$ cat src/rtl/ingress_pkt_framer.sv
// Per-port ingress store-and-forward framer: buffers raw beats, forwards only complete packets.
// Optional build macro INGRESS_DROP_CNT_EN adds a saturating drop_cnt output.
module ingress_pkt_framer #(
    parameter int  PORT_NUM       = 0,
    parameter int  PORT_NUB_TOTAL = 16,
    parameter int  DATA_WIDTH     = 32,
    parameter int  FIFO_DEPTH     = 64,
    parameter int  MAX_PKT_LEN    = 32,
    localparam int WIDTH_SEL      = $clog2(PORT_NUB_TOTAL)
) (
    input  logic                  clk,
    input  logic                  rst,
    input  logic                  wr_sop,
    input  logic                  wr_eop,
    input  logic                  wr_vld,
    input  logic [DATA_WIDTH-1:0] wr_data,
    output logic [WIDTH_SEL-1:0]  rx,
    output logic [WIDTH_SEL-1:0]  tx,
    output logic                  vld,
    output logic                  last,
    output logic [DATA_WIDTH-1:0] data,
    input  logic                  ready_in,
`ifdef INGRESS_DROP_CNT_EN
    output logic [15:0]           drop_cnt,
`endif
    output logic                  error,
    output logic                  full
);

    localparam int AW      = $clog2(FIFO_DEPTH);
    localparam int PTR_W   = AW + 1;
    localparam int LEN_W   = $clog2(MAX_PKT_LEN + 1);
    localparam int ENTRY_W = WIDTH_SEL + 1 + DATA_WIDTH;

    localparam logic [PTR_W-1:0] PTR_ONE   = PTR_W'(1);
    localparam logic [PTR_W-1:0] DEPTH_P   = PTR_W'(FIFO_DEPTH);
    localparam logic [PTR_W-1:0] MAXLEN_P  = PTR_W'(MAX_PKT_LEN);
    localparam logic [LEN_W-1:0] LEN_ONE   = LEN_W'(1);
    localparam logic [LEN_W-1:0] MAXLEN_L  = LEN_W'(MAX_PKT_LEN);

    typedef enum logic [1:0] {IDLE, RECV, DROP} state_t;

    state_t                 state, state_nxt;
    logic [PTR_W-1:0]       wr_ptr, wr_ptr_nxt;
    logic [PTR_W-1:0]       cmt_ptr, cmt_ptr_nxt;
    logic [PTR_W-1:0]       rd_ptr;
    logic [LEN_W-1:0]       len, len_nxt;
    logic [WIDTH_SEL-1:0]   tx_hdr, tx_hdr_nxt;
    logic                   err_nxt;

    logic                   wr_en;
    logic [PTR_W-1:0]       wr_addr;
    logic [ENTRY_W-1:0]     wr_entry;

    logic                   is_hdr;
    logic                   store;
    logic [PTR_W-1:0]       base;
    logic [LEN_W-1:0]       blen;
    logic [PTR_W-1:0]       used_b;
    logic                   ovf;
    logic [WIDTH_SEL-1:0]   beat_tx;

    logic [ENTRY_W-1:0]     mem [FIFO_DEPTH];

    logic [PTR_W-1:0]       used;
    logic [PTR_W-1:0]       free_beats;
    logic                   rd_load;

    assign rx = WIDTH_SEL'(PORT_NUM);

    always_ff @(posedge clk) begin
        if (rst) begin
            state   <= IDLE;
            wr_ptr  <= '0;
            cmt_ptr <= '0;
            len     <= '0;
            tx_hdr  <= '0;
            error   <= 1'b0;
        end else begin
            state   <= state_nxt;
            wr_ptr  <= wr_ptr_nxt;
            cmt_ptr <= cmt_ptr_nxt;
            len     <= len_nxt;
            tx_hdr  <= tx_hdr_nxt;
            error   <= err_nxt;
        end
    end

    // A header arriving in any state is placed at cmt_ptr: in IDLE/DROP wr_ptr already
    // equals cmt_ptr, and in RECV it is the abort-and-restart rewind target.
    always_comb begin
        state_nxt   = state;
        wr_ptr_nxt  = wr_ptr;
        cmt_ptr_nxt = cmt_ptr;
        len_nxt     = len;
        tx_hdr_nxt  = tx_hdr;
        err_nxt     = 1'b0;
        wr_en       = 1'b0;
        wr_addr     = wr_ptr;
        wr_entry    = '0;
        is_hdr      = 1'b0;
        store       = 1'b0;
        base        = wr_ptr;
        blen        = len;
        beat_tx     = tx_hdr;

        if (wr_vld) begin
            case (state)
                IDLE: begin
                    if (wr_sop) is_hdr = 1'b1;
                    else        err_nxt = 1'b1;
                end
                RECV: begin
                    if (wr_sop) begin
                        is_hdr     = 1'b1;
                        err_nxt    = 1'b1;
                        wr_ptr_nxt = cmt_ptr;
                    end else begin
                        store = 1'b1;
                    end
                end
                DROP: begin
                    if (wr_sop)      is_hdr    = 1'b1;
                    else if (wr_eop) state_nxt = IDLE;
                end
                default: state_nxt = IDLE;
            endcase
        end

        if (is_hdr) begin
            store   = 1'b1;
            base    = cmt_ptr;
            blen    = '0;
            beat_tx = wr_data[WIDTH_SEL-1:0];
        end

        used_b = base - rd_ptr;
        ovf    = (blen == MAXLEN_L) || (used_b == DEPTH_P);

        if (store) begin
            if (ovf) begin
                // An overflowing eop beat already ends the packet, so there is nothing left to drop.
                wr_ptr_nxt = cmt_ptr;
                err_nxt    = 1'b1;
                len_nxt    = '0;
                state_nxt  = wr_eop ? IDLE : DROP;
            end else begin
                wr_en      = 1'b1;
                wr_addr    = base;
                wr_entry   = {beat_tx, wr_eop, wr_data};
                wr_ptr_nxt = base + PTR_ONE;
                len_nxt    = blen + LEN_ONE;
                if (is_hdr) tx_hdr_nxt = beat_tx;
                if (wr_eop) begin
                    cmt_ptr_nxt = base + PTR_ONE;
                    state_nxt   = IDLE;
                end else begin
                    state_nxt   = RECV;
                end
            end
        end
    end

    always_ff @(posedge clk) begin
        if (wr_en) mem[wr_addr[AW-1:0]] <= wr_entry;
    end

    assign rd_load = (rd_ptr != cmt_ptr) && (!vld || ready_in);

    always_ff @(posedge clk) begin
        if (rst) begin
            rd_ptr <= '0;
            vld    <= 1'b0;
            last   <= 1'b0;
            data   <= '0;
            tx     <= '0;
        end else if (rd_load) begin
            {tx, last, data} <= mem[rd_ptr[AW-1:0]];
            vld              <= 1'b1;
            rd_ptr           <= rd_ptr + PTR_ONE;
        end else if (ready_in) begin
            vld <= 1'b0;
        end
    end

    assign used       = wr_ptr - rd_ptr;
    assign free_beats = DEPTH_P - used;
    assign full       = (free_beats < MAXLEN_P);

`ifdef INGRESS_DROP_CNT_EN
    always_ff @(posedge clk) begin
        if (rst)                               drop_cnt <= '0;
        else if (err_nxt && drop_cnt != '1)    drop_cnt <= drop_cnt + 16'd1;
    end
`endif

endmodule

$ cat config.mk
export PLATFORM = sky130hd
export DESIGN_NAME = ingress_pkt_framer
export DESIGN_NICKNAME = d
export VERILOG_FILES = /design/src/rtl/ingress_pkt_framer.sv
export SDC_FILE = /design/constraint.sdc
export NUM_CORES = 2
export LEC_CHECK = 0
export ABC_AREA = 1
export BUFFER_PORTS_ARGS = -buffer_cell sky130_fd_sc_hd__buf_2
export CORE_AREA = 4 4 468 470
export CTS_BUF_LIST = sky130_fd_sc_hd__clkbuf_8
export DETAILED_ROUTE_END_ITERATION = 10
export DIE_AREA = 0 0 472 474
export GPL_ROUTABILITY_DRIVEN = 0
export SLEW_MARGIN = 40
export SYNTH_ARGS = -nofsm -noshare
export SYNTH_HDL_FRONTEND = slang
export SYNTH_SLANG_ARGS = --single-unit
export TNS_END_PERCENT = 1
$ cat constraint.sdc
create_clock -name clk -period 12.6 [get_ports clk]
set_input_delay 1.89 -clock clk [delete_from_list [all_inputs] [get_ports clk]]
set_output_delay 1.89 -clock clk [all_outputs]
set_load 0.005 [all_outputs]
After elaboration in Yosys (flattened, before gate mapping)
Memories as Yosys holds them, arrays and structs flattened. A register that Yosys moved wholly into a read port is not among the register bits. Index checks and enable logic that the tools add are counted. Widths: inputs -> output; s select.

Bits in registers: 35. Memory bits (writable): 2368. Output and inout bits: 44. Memories kept: 1.

Add/subtract/negate cells: 6. $lt $le $gt $ge: 1. Equality and inequality tests: 8. Muxes and demuxes: 38. Bitwise gates (word level): 1. Reductions and logical operators: 15.

Memories: mem (words 64, bits a word 37, read ports 1, clocked after Yosys merged registers in 1, write ports 1, line 63) `logic [ENTRY_W-1:0] mem [FIFO_DEPTH];`.

Operators with widths (count): $mux 37 (2); $mux 7 (6); $mux 6 (4); $mux 1 (17); $add 7x1->7 const B (2); $sub 7x7->7 (2); $mux 2 (6); $reduce_and 3->1 (3); $reduce_bool 2->1 (4); $eq 7x7->1 const B (1); $lt 7x6->1 const B (1); $ne 7x7->1 (1); $sub 7x7->7 const A (1); $add 6x1->6 const B (1); $eq 6x6->1 const B (1); $ne 3x3->1 const B (2); $mux 4 (1); $pmux 2 s2 (1); $reduce_and 4->1 (1); $reduce_or 3->1 (1); $eq 2x1->1 const B (1); $eq 2x2->1 const B (1); $logic_not 2->1 (1); $logic_or 1x1->1 (2); other kinds (6) (6).

Longest topological paths before layout
Depth in word-level cells: 12. Gate-level depth with buffers: 25. Gate-level depth less buffers: 23.

Least setup slack after synthesis
No wires, ideal clock.

Kind: input-to-reg. Start point: input wr_vld. End point: memory mem[0][33] (netlist name) (data pin). Setup time: 721 ps. Arrival time: 6430 ps. Data required time: 11879 ps. Setup slack: 5450 ps. Cell stages on the path: 19. Buffers on the path: 2. Cell sequence: nand2_1 clkinv_1 nand2_4 buf_4 nand2_1 o21ai_1 ha_1 nand2_1 nand2_1 nand2_1 nand3_1 inv_1 nand2_1 nand2_1 inv_2 nand2_8 nand3_2 buf_2 a211oi_1.

Word-level cells in the longest chain between the ends: 7. Elaborated cells between the ends (all ways): 12.

Ends and longest elaborated chain: start: declaration (line 15) `input logic wr_vld,`; $mux 1 (line 107) `if (wr_vld) begin`; $mux 7 (line 130) `if (is_hdr) begin`; $sub 7x7->7 (line 137) `used_b = base - rd_ptr;`; $eq 7x7->1 (line 138) `ovf = (blen == MAXLEN_L) || (used_b == DEPTH_P);`; $logic_or 1x1->1 (line 138); $mux 37 (line 141) `if (ovf) begin`; $mux 37 * (line 140) `if (store) begin`; via wr_entry[33] (line 53) `logic [ENTRY_W-1:0] wr_entry;`; end: declaration (line 63).

The timed path passes the listed nets; every way through them passes the cells marked *.

Worst setup path in the final report
Start point: input wr_vld. End point: memory mem[27][14] (netlist name) (enable).

Word-level cells in the longest chain between the ends: 9. Elaborated cells between the ends (all ways): 15.

Ends and longest elaborated chain: $mux 1 (line 107); $mux 7 (line 130); $sub 7x7->7 (line 137); $eq 7x7->1 (line 138); $logic_or 1x1->1 (line 138); $mux 1 (line 141); $mux 1 (line 140); $mux 1 (line 165) `if (wr_en) mem[wr_addr[AW-1:0]] <= wr_entry;`; $mux 1 (implied by the code) (line 165).

Parallel ways exist; a longest one is shown, timed or not.

==> results.yml <==
status:
  run_status: "finished, final reports clean"
floorplan:
  die_area_sq_um: 224000
  core_sq_um: 214000
  row_count: 170
  io_pins: 82
  die_h_um: 474
  die_w_um: 472
  initial_core_util_pct: 45.0
yosys:
  synth.most_common_cell: "edfxtp_1"
  synthSimpleGateAreaFrac_pct: 9.73
  synth_top_area_share_pct: 73.8
  synth_seq_cells: 2440
  synth-xor-area-share_pct: 0.0908
  synth_area_leaders: "edfxtp_1, o21ai_0, nor2_1"
  synth_edf_count: 2368
  syn_avg_cell_area_sq_um: 12.9
  syn_inst: 7457
  synth_top_family_by_area: "compound AO/OA/AOI/OAI gates"
  synth_compound_area_share_pct: 11.9
  ys_seq_area_share_pct: 75.2
  synth_area_sq_um: 96400
  async_reset_ff_share_pct: 0
  ys.flop_type: "edfxtp_1"
  synthMuxAreaShare_pct: 0
  synth_area_leader_cell: "edfxtp_1"
  synth_fa_ha_area_share_pct: 0.247
  synth_commonest_cells: "edfxtp_1, nor2_1, o21ai_0, nand2_1, o22ai_1"
  ys_warn_count: 0
  synth_cell_types: 42
clock_tree:
  clk_pin_slew_ns: 0.07
  postCtsSetupBuffers: 0
  cts_buffers: 408
  clk_path_buf_depth: 4
  htree_levels: 5
  clock_latency_ns: 1.09
  cts_tree: "done"
  clock-sinks: 2440
  cts_hold_buffers: 0
  cts-root-buf: "clkbuf_8"
  cts.repair.resized: 0
global_route:
  grt_pass1_vias: 59891
  overflow: 0
  grt_max_degree: 192
  grt_pass1_wl_mm: 399
  antenna_found_initial: 3
  grtUsageTotal_pct: 23.8
setup_path:
  cp-end-kind: "register"
  cp.arrival_ns: 6.48
  start_kind: "input port"
  worstSetupPathType: "in2reg"
  cp.required_ns: 13.27
  cp_max_fo: 23
  r2r_setup_slack_ns: 7.25
cells_and_area:
  fin_util_pct: 50.2
  nets: 7642
  fin_cells: 10736
  area_delta_synth_final_pct: 11.7
  design_area_sq_um: 108000
  drive_above_1_share_pct: 11.0
  fillCellCount: 18280
flow_run:
  drv_cap: 0
place:
  place_area_sq_um: 100000
  dpl.cell_count: 10010
  dp_hpwl_mm: 140
  numPortBuffers: 77
timing:
  fin_hold_ws_ns: 0.469
  setup_tns_ns: 0
  worst_pin_slew_ns: 0.992
  rsz0062_at_grt: "false"
  skew_ns: 0.0545
  fmax_mhz: 172
  slew_headroom_pct: 33.8
  min_period_ns: 5.81
  setup-violations-final: 0
  drv_slew: 0
  finalHoldViolations: 0
  period_share_pct: 46.1
worst_hold_path:
  hp-class: "reg2reg"
route:
  drtAntennaViolNets: 0
  routed_via_density: 5.84
  wire_per_inst_um: 25.3
  drt_iter0_drc: 6624
  vias: 62737
  detail_route.first_pass.iterations: 5
  drt_wl_total_mm: 272
  remaining_drc_errors: 0
pwr:
  power_density_nw_per_um2: 192
  p_leak_nw: 35.4
  irDropWorstVdd_mv: 0.144
final timing paths:
| path | from | cells past startpoint | end |
|---|---|---|---|
| setup reg to reg | rd_ptr[4] | 15 | mem[27][14] |
| hold / removal | len[5] | 2 | len[5] |
| hold reg to reg | len[5] | 2 | len[5] |
| setup / recovery | wr_vld | 20 | mem[27][14] |
per-layer routing:
layer | wire [um] | global-route usage (%) | vias up | share of wire (%)
li1 | - | - | 27958 | -
met1 | 114000 | 33.5 | 31469 | 42
met2 | 127000 | 37.3 | 2833 | 47
met3 | 21600 | 4.04 | 477 | 7.9
met4 | 9500 | 8.72 | 0 | 3.5
met5 | 0 | 0 | - | 0
worst max-delay path, cell delays in order:
cell      delay (ns)
buf_2           0.11
nand2_1         0.06
clkinv_1        0.08
nand2_4         0.16
o21ai_2         0.48
ha_1            0.38
nand2_1         0.08
nand2_1         0.08
inv_1           0.09
nand3_1         0.10
nand2_1         0.08
inv_1           0.03
nand2_1         0.06
nor2_2          0.06
nand2_8         0.12
nand3_4         0.36
inv_2           0.51
nand4_2         0.43
nor2_4          0.70
buf_4           0.53
report_power, final:
| part | switching (mW) | leakage, nW | internal [mW] | total, mW |
|---|---|---|---|---|
| logic | 3.78 | 8.92 | 1.36 | 5.14 |
| registers | 0.101 | 22.3 | 9.09 | 9.19 |
| clock network | 3.07 | 4.21 | 3.22 | 6.29 |
kinds of logic after synthesis:
family          Yosys count
flops                  2440
simple gates           2317
other cells               1
compound gates         2025
buf+inv                 645
xor+xnor                 10
fa+ha+maj                19
sequential cells by signal (all words and copies together) (netlist names), 2 cells and up:
signal / count
state: 2
data: 32
wr_ptr: 7
rd_ptr: 7
tx: 4
mem: 2368
tx_hdr: 4
len: 6
cmt_ptr: 7
cell type report:
cell class | count | area [sq um] | share of cell area, %
Multi-Input combinational cell | 4375 | 22000 | 20.5
Clock inverter | 295 | 1340 | 1.25
Antenna cell | 4 | 10.0 | 0.00930
Tap cell | 2838 | 3550 | 3.30
Timing Repair Buffer | 238 | 1850 | 1.72
Sequential cell | 2440 | 72600 | 67.4
Inverter | 122 | 497 | 0.461
Clock buffer | 424 | 5840 | 5.42
stage by stage:
step	setup slack (ns)	total power, mW
4_1_cts	6.98	20.7
3_5_place_dp	5.84	14.5
2_1_floorplan	5.45	12.7
6_report	6.79	20.6
3_3_place_gp	5.87	14.4
5_1_grt	6.58	21.6
cells in the final DEF, fill, tap and decap left out, types with 5 or more instances in the layout:
cell type / count
o21ai_2: 6
buf_4: 132
inv_6: 5
o211ai_1: 155
buf_12: 13
xor2_1: 9
a21oi_1: 106
o211a_1: 6
nand2_2: 12
buf_2: 77
o21ai_0: 1260
nor3_1: 5
dfxtp_4: 5
clkinv_1: 110
a31oi_1: 13
nor2_2: 5
nand3_2: 5
nand3_1: 291
inv_1: 251
nor2_4: 100
buf_6: 14
clkinv_2: 32
o22ai_1: 350
nor2_1: 1429
clkbuf_8: 424
edfxtp_1: 2368
o221ai_1: 120
nand2_1: 423
ha_1: 19
bufinv_16: 6
dfxtp_1: 67
nand4_1: 31
inv_2: 5
No activity file was read; power rests on OpenSTA's default activity.
